<file path="config.mk">
export PLATFORM = sky130hd
export DESIGN_NAME = load_store_unit
export DESIGN_NICKNAME = d
export VERILOG_FILES = /design/src/rtl/lsu_pkg.sv /design/src/rtl/load_extend.sv /design/src/rtl/load_store_unit.sv
export SDC_FILE = /design/constraint.sdc
export NUM_CORES = 1
export LEC_CHECK = 0
export ABC_CLOCK_PERIOD_IN_PS = 3900
export CAP_MARGIN = 40
export CORE_MARGIN = 5
export CORE_UTILIZATION = 48
export CTS_CLUSTER_DIAMETER = 120
export CTS_CLUSTER_SIZE = 40
export DETAILED_ROUTE_END_ITERATION = 16
export PLACE_DENSITY_LB_ADDON = 0.2
export SLEW_MARGIN = 20
export SYNTH_ARGS = -nofsm -noshare
export SYNTH_HDL_FRONTEND = slang
export SYNTH_SLANG_ARGS = --single-unit
</file>
<file path="constraint.sdc">
create_clock -name clk -period 3.9 [get_ports clk]
set_clock_uncertainty 0.15 [all_clocks]
set_input_delay 1.17 -clock clk [delete_from_list [all_inputs] [get_ports clk]]
set_output_delay 1.17 -clock clk [all_outputs]
set_load 0.05 [all_outputs]
</file>
<file path="src/rtl/lsu_pkg.sv">
// Shared types and constants for the load/store unit: access size encoding,
// FSM states and byte/half lane selectors.
package lsu_pkg;

   localparam int unsigned LSU_XLEN = 32;
   localparam int unsigned BYTE_W   = 8;
   localparam int unsigned HALF_W   = 16;

   // funct3[1:0] encoding; 2'b11 is handled as a word access
   typedef enum logic [1:0] {
      SIZE_BYTE = 2'b00,
      SIZE_HALF = 2'b01,
      SIZE_WORD = 2'b10
   } size_e;

   typedef enum logic {
      LSU_IDLE  = 1'b0,
      LSU_MERGE = 1'b1
   } state_e;

   localparam logic [1:0] LANE_B0 = 2'd0;
   localparam logic [1:0] LANE_B1 = 2'd1;
   localparam logic [1:0] LANE_B2 = 2'd2;
   localparam logic [1:0] LANE_B3 = 2'd3;
   localparam logic       LANE_H0 = 1'b0;
   localparam logic       LANE_H1 = 1'b1;

endpackage

</file>
<file path="src/rtl/load_extend.sv">
// Selects the addressed byte/half lane of a little-endian word and
// sign- or zero-extends it to 32 bits.
module load_extend
   import lsu_pkg::*;
(
   input  logic [LSU_XLEN-1:0] i_word,
   input  logic [1:0]          i_lane,
   input  logic [1:0]          i_size,
   input  logic                i_unsigned,
   output logic [LSU_XLEN-1:0] o_result_c
);

   logic [BYTE_W-1:0] w_byte;
   logic [HALF_W-1:0] w_half;
   logic              w_sign;

   always_comb begin
      w_byte     = i_word[7:0];
      w_half     = i_word[15:0];
      w_sign     = 1'b0;
      o_result_c = i_word;
      case (i_lane)
         LANE_B0: w_byte = i_word[7:0];
         LANE_B1: w_byte = i_word[15:8];
         LANE_B2: w_byte = i_word[23:16];
         LANE_B3: w_byte = i_word[31:24];
         default: w_byte = i_word[7:0];
      endcase
      if (i_lane[1] == LANE_H1) w_half = i_word[31:16];
      case (i_size)
         SIZE_BYTE: begin
            w_sign     = !i_unsigned && w_byte[BYTE_W-1];
            o_result_c = {{(LSU_XLEN-BYTE_W){w_sign}}, w_byte};
         end
         SIZE_HALF: begin
            w_sign     = !i_unsigned && w_half[HALF_W-1];
            o_result_c = {{(LSU_XLEN-HALF_W){w_sign}}, w_half};
         end
         default: o_result_c = i_word;
      endcase
   end

endmodule

</file>
<file path="src/rtl/load_store_unit.sv">
// RV32I load/store unit in front of a word-only memory: aligned loads with
// extension, sub-word stores via a two-cycle read-modify-write.
// Optional misaligned-access trapping: define LSU_MISALIGN_TRAP_EN.
module load_store_unit
   import lsu_pkg::*;
#(
   parameter int unsigned DATA_WIDTH    = 32,
   parameter int unsigned ADDRESS_WIDTH = 32
) (
   input  logic                     clk,
   input  logic                     rst_n,
   input  logic                     req_valid,
   output logic                     req_ready,
   input  logic                     req_write,
   input  logic [1:0]               req_size,
   input  logic                     req_unsigned,
   input  logic [ADDRESS_WIDTH-1:0] req_addr,
   input  logic [DATA_WIDTH-1:0]    req_wdata,
   output logic                     resp_valid,
   output logic [DATA_WIDTH-1:0]    resp_rdata,
   output logic                     resp_fault,
   output logic [ADDRESS_WIDTH-1:0] mem_address,
   output logic [DATA_WIDTH-1:0]    mem_write_data,
   output logic                     mem_write_enable,
   input  logic [DATA_WIDTH-1:0]    mem_read_data
);

   state_e                   r_state;
   state_e                   w_state_nxt;
   logic                     r_resp_valid;
   logic [DATA_WIDTH-1:0]    r_resp_rdata;
   logic                     r_resp_fault;
   logic [DATA_WIDTH-1:0]    r_merge;
   logic [ADDRESS_WIDTH-1:0] r_addr;

   logic [ADDRESS_WIDTH-1:0] w_aligned;
   logic [DATA_WIDTH-1:0]    w_merge;
   logic [DATA_WIDTH-1:0]    w_load_data;
   logic                     w_is_sub;
   logic                     w_misalign;
   logic                     w_capture;
   logic                     w_done;
   logic                     w_load_done;
   logic                     w_fault;

   assign w_aligned = {req_addr[ADDRESS_WIDTH-1:2], 2'b00};
   assign w_is_sub  = (req_size == SIZE_BYTE) || (req_size == SIZE_HALF);

`ifdef LSU_MISALIGN_TRAP_EN
   assign w_misalign = ((req_size == SIZE_HALF) && req_addr[0]) ||
                       (req_size[1] && (req_addr[1:0] != 2'b00));
`else
   assign w_misalign = 1'b0;
`endif

   load_extend u_load_extend (
      .i_word     (mem_read_data),
      .i_lane     (req_addr[1:0]),
      .i_size     (req_size),
      .i_unsigned (req_unsigned),
      .o_result_c (w_load_data)
   );

   // Store-lane merge: read word with the target byte/half replaced
   always_comb begin
      w_merge = mem_read_data;
      if (req_size == SIZE_BYTE) begin
         case (req_addr[1:0])
            LANE_B0: w_merge[7:0]   = req_wdata[7:0];
            LANE_B1: w_merge[15:8]  = req_wdata[7:0];
            LANE_B2: w_merge[23:16] = req_wdata[7:0];
            LANE_B3: w_merge[31:24] = req_wdata[7:0];
            default: w_merge        = mem_read_data;
         endcase
      end else begin
         case (req_addr[1])
            LANE_H0: w_merge[15:0]  = req_wdata[15:0];
            LANE_H1: w_merge[31:16] = req_wdata[15:0];
            default: w_merge        = mem_read_data;
         endcase
      end
   end

   always_ff @(posedge clk or negedge rst_n) begin
      if (!rst_n) r_state <= LSU_IDLE;
      else        r_state <= w_state_nxt;
   end

   always_comb begin
      w_state_nxt      = r_state;
      req_ready        = 1'b1;
      mem_write_enable = 1'b0;
      mem_address      = w_aligned;
      mem_write_data   = req_wdata;
      w_capture        = 1'b0;
      w_done           = 1'b0;
      w_load_done      = 1'b0;
      w_fault          = 1'b0;
      case (r_state)
         LSU_IDLE: begin
            if (req_valid) begin
               if (w_misalign) begin
                  w_done  = 1'b1;
                  w_fault = 1'b1;
               end else if (req_write && w_is_sub) begin
                  req_ready   = 1'b0;
                  w_capture   = 1'b1;
                  w_state_nxt = LSU_MERGE;
               end else begin
                  w_done           = 1'b1;
                  w_load_done      = !req_write;
                  mem_write_enable = req_write;
               end
            end
         end
         LSU_MERGE: begin
            mem_address      = r_addr;
            mem_write_data   = r_merge;
            mem_write_enable = 1'b1;
            w_done           = 1'b1;
            w_state_nxt      = LSU_IDLE;
         end
         default: w_state_nxt = LSU_IDLE;
      endcase
      // Reset must never let a pending merge reach memory
      if (!rst_n) begin
         req_ready        = 1'b1;
         mem_write_enable = 1'b0;
      end
   end

   always_ff @(posedge clk or negedge rst_n) begin
      if (!rst_n) begin
         r_resp_valid <= 1'b0;
         r_resp_rdata <= '0;
         r_resp_fault <= 1'b0;
         r_merge      <= '0;
         r_addr       <= '0;
      end else begin
         r_resp_valid <= w_done;
         r_resp_fault <= w_fault;
         r_resp_rdata <= w_load_done ? w_load_data : '0;
         if (w_capture) begin
            r_merge <= w_merge;
            r_addr  <= w_aligned;
         end
      end
   end

   assign resp_valid = r_resp_valid;
   assign resp_rdata = r_resp_rdata;
   assign resp_fault = r_resp_fault;

endmodule
</file>
==> results.py <==
metrics = {
    "run_status": {
        "status": "finished clean",
    },
    "worst_setup_path": {
        "cpLargestDelayFamily": "buffers and inverters",
        "crit_slowest_cell": "clkdlybuf4s50_1",
        "cp_max_fo": 2,
        "cp_slowest_stage_delay_ns": 0.42,
        "ff2ff_setup_slack_ns": 1.60,
        "end_kind": "output pin",
        "critPathCapture": "req_ready",
        "crit_cells": 6,
        "start_kind": "input pin",
        "path_cells": "clkdlybuf4s50_1 > nand2b_1 > or3b_4 > inv_1 > nand2_1 > buf_12",
        "r2r_start": "r_state$_DFF_PN0_",
        "startpoint": "req_size[1]",
        "path_class": "input pin to output pin",
        "cp_data_required_time_ns": 2.58,
        "cp.arrival_ns": 2.49,
        "worst-r2r-cell-count": 6,
        "critical_path.reg2reg.endpoint": "resp_rdata[17]$_DFF_PN0_",
        "cp.buffers_inverters": 3,
    },
    "placed_design": {
        "gp_congestion": 0.8698,
        "portBuffers": 199,
        "dp_cells": 879,
        "place_hpwl_microns": 13130,
    },
    "timing": {
        "worst_pin_slew_ns": 0.7388,
        "fin_crit_ns": 3.807,
        "slew_violations": 0,
        "final.setup.tns_ns": 0,
        "setup_viol": 0,
        "rsz0062_at_grt": "false",
        "max-slew-margin-rel_pct": 50.75,
        "finalHoldViolations": 0,
        "fin_crit_sh_pct": 97.62,
        "max_freq_mhz": 262.7,
    },
    "logic_synthesis": {
        "synth_seq_cells": 96,
        "ys_seq_area_share_pct": 44.68,
        "yosysWarnings": 0,
        "syn_area_sq_um": 5376,
        "avgSynthCellArea_sq_um": 9.482,
        "ys_types": 34,
        "syn_inst": 567,
    },
    "grt": {
        "grt_remaining_overflow": 0,
        "grt_usage_pct": 25.88,
        "grt_pass1_wl_microns": 27010,
        "antenna_found_initial": 0,
        "grt_pass1_vias": 5268,
        "grt_max_degree": 95,
    },
    "routing": {
        "drt_iter0_drc": 348,
        "ant_nets": 0,
        "vias_per_cell": 5.602,
        "drc": 0,
        "wl_per_cell_microns": 19.25,
        "first_pass_iters": 5,
        "vias": 5019,
        "drt_wl_total_microns": 17250,
    },
    "pwr": {
        "leakagePower_uw": 0.003878,
        "power_density_nw_per_um2": 349.2,
        "ir_drop_mv": 0.2224,
    },
    "clock_tree": {
        "cts-root-buf": "clkbuf_8",
        "cts_setup_buffers": 0,
        "cts_tree": "built",
        "clock_sinks": 96,
        "htreeDepth": 3,
        "cts_buffers": 9,
        "clk_transition_reported_paths_ns": 0.09,
        "clock_latency_ns": 0.36,
        "cts_buffer_depth": 2,
    },
    "flow_run": {
        "cap_violations": 0,
    },
    "layout": {
        "diodes": 0,
        "fin_nets": 854,
        "area_growth_pct": 54.78,
        "final_cells": 896,
        "drive_gt1_share_pct": 23.41,
    },
    "floorplan": {
        "die_x_microns": 115.8,
        "core_area_sq_um": 10890,
        "fp.dieH_microns": 115.8,
        "placementRows": 38,
        "io_pins": 203,
        "start_util_pct": 49.38,
        "die_area_sq_um": 13420,
    },
    "hold_path": {
        "hold_class": "flop to flop",
    },
}
## tightest hold or removal path: stages (launching register included)
cell and delay [ns]:
dfrtp_1 0.35, nand2_1 0.05, nand2_1 0.06
## final cells by class
cell class                 instances  area [sq um]
sequential                        96          2404
clock buffer                      11         151.4
multi-input combinational        423          2746
tap                              140         175.2
fill                             757          2566
clock inverter                     5         38.79
inverter                           5         18.77
timing repair buffer             216          2788
## timing repair
item                                    in CTS  in global routing
resized for setup                            0                  1
endpoints found under the setup margin       0                  1
hold buffers                                 0                  0
## cells in the final DEF (no fill, tap or decap), types with 2 or more instances in the layout
cell type,instances
a2111oi_0,2
a22o_1,16
buf_12,65
dfrtp_1,95
nand2b_1,3
o21ai_0,28
nor2b_1,4
a31oi_1,2
inv_1,5
inv_6,2
nor2_1,14
clkbuf_8,11
a221oi_1,5
mux2i_1,49
mux2_2,69
o22ai_1,6
nand2_1,164
nand3_1,16
buf_4,16
conb_1,3
a21oi_1,29
clkdlybuf4s50_1,132
## through the flow
step	hold slack (ns)	utilization, %	area, sq um	power (uW)	setup WS [ns]
after CTS	0.3333	76.15	8292	2917	0.05200
after global placement	0.3011	74.41	8102	2258	0.1070
after detailed placement	0.3117	74.41	8102	2287	0.05043
after global routing	0.3561	76.43	8322	3038	0.01618
final	0.3335	76.43	8322	2906	0.09278
after floorplan	0.2901	-	5384	1765	0.2069
## layer usage
layer	vias to the layer above	share of wire (%)	global-route usage, %
met5	-	0	0
met4	0	4.1	11.37
met3	51	8.0	6.580
met2	242	49	42.27
met1	2407	39	32.59
li1	2319	-	-
## where the power goes
group          leakage [uW]  total (uW)  switching [uW]  internal (uW)
clock             0.0000963         634             362            272
combinational       0.00255        1060             565            493
sequential          0.00123        1210            83.5           1130
## cells by family after synthesis
kind of cell | Yosys count | synth area share (%)
AND/OR/NAND/NOR | 208 | 15.71
multiplexers | 118 | 23.57
flip-flops | 96 | 44.68
AO/OA/AOI/OAI | 94 | 11.54
buffers and inverters | 50 | 4.422
other | 1 | 0.06975
## worst min path at each step
stage | to | slack, ns | start | cells past startpoint
4_1_cts | r_addr[17]$_DFFE_PN0P_ | 0.33 | r_addr[17]$_DFFE_PN0P_ | 2
6_report | r_addr[17]$_DFFE_PN0P_ | 0.33 | r_addr[17]$_DFFE_PN0P_ | 2
5_1_grt | r_addr[11]$_DFFE_PN0P_ | 0.36 | r_addr[11]$_DFFE_PN0P_ | 2
3_3_place_gp | r_addr[7]$_DFFE_PN0P_ | 0.30 | r_addr[7]$_DFFE_PN0P_ | 2
2_1_floorplan | r_addr[10]$_DFFE_PN0P_ | 0.29 | r_addr[10]$_DFFE_PN0P_ | 2
3_5_place_dp | r_addr[17]$_DFFE_PN0P_ | 0.31 | r_addr[17]$_DFFE_PN0P_ | 2
## cells in the mapped netlist (all sizes together)
cell type	number	share of area, %
nor2b	4	0.47
o21ai	28	2.6
a22o	16	2.6
nand3	16	1.5
conb	1	0.070
or3b	3	0.49
a31oi	2	0.23
or3	1	0.12
o221a	1	0.21
clkbuf	25	1.7
o2111ai	1	0.49
a2111oi	2	0.33
mux2	69	14
nand2	165	12
o22ai	7	1.1
a221oi	5	0.81
nor2	14	0.98
a21oi	30	2.9
or2	1	0.12
nor3b	1	0.14
buf	20	2.3
inv	5	0.35
nand2b	3	0.35
dfrtp	96	45
a222oi	1	0.19
a21o	1	0.14
mux2i	49	9.1
## state kept, by name, summed over array words and instances (netlist names)
register,count
r_merge,32
resp_rdata,32
r_addr,30
r_state,1
resp_valid,1
No activity file was read; power rests on OpenSTA's default activity.
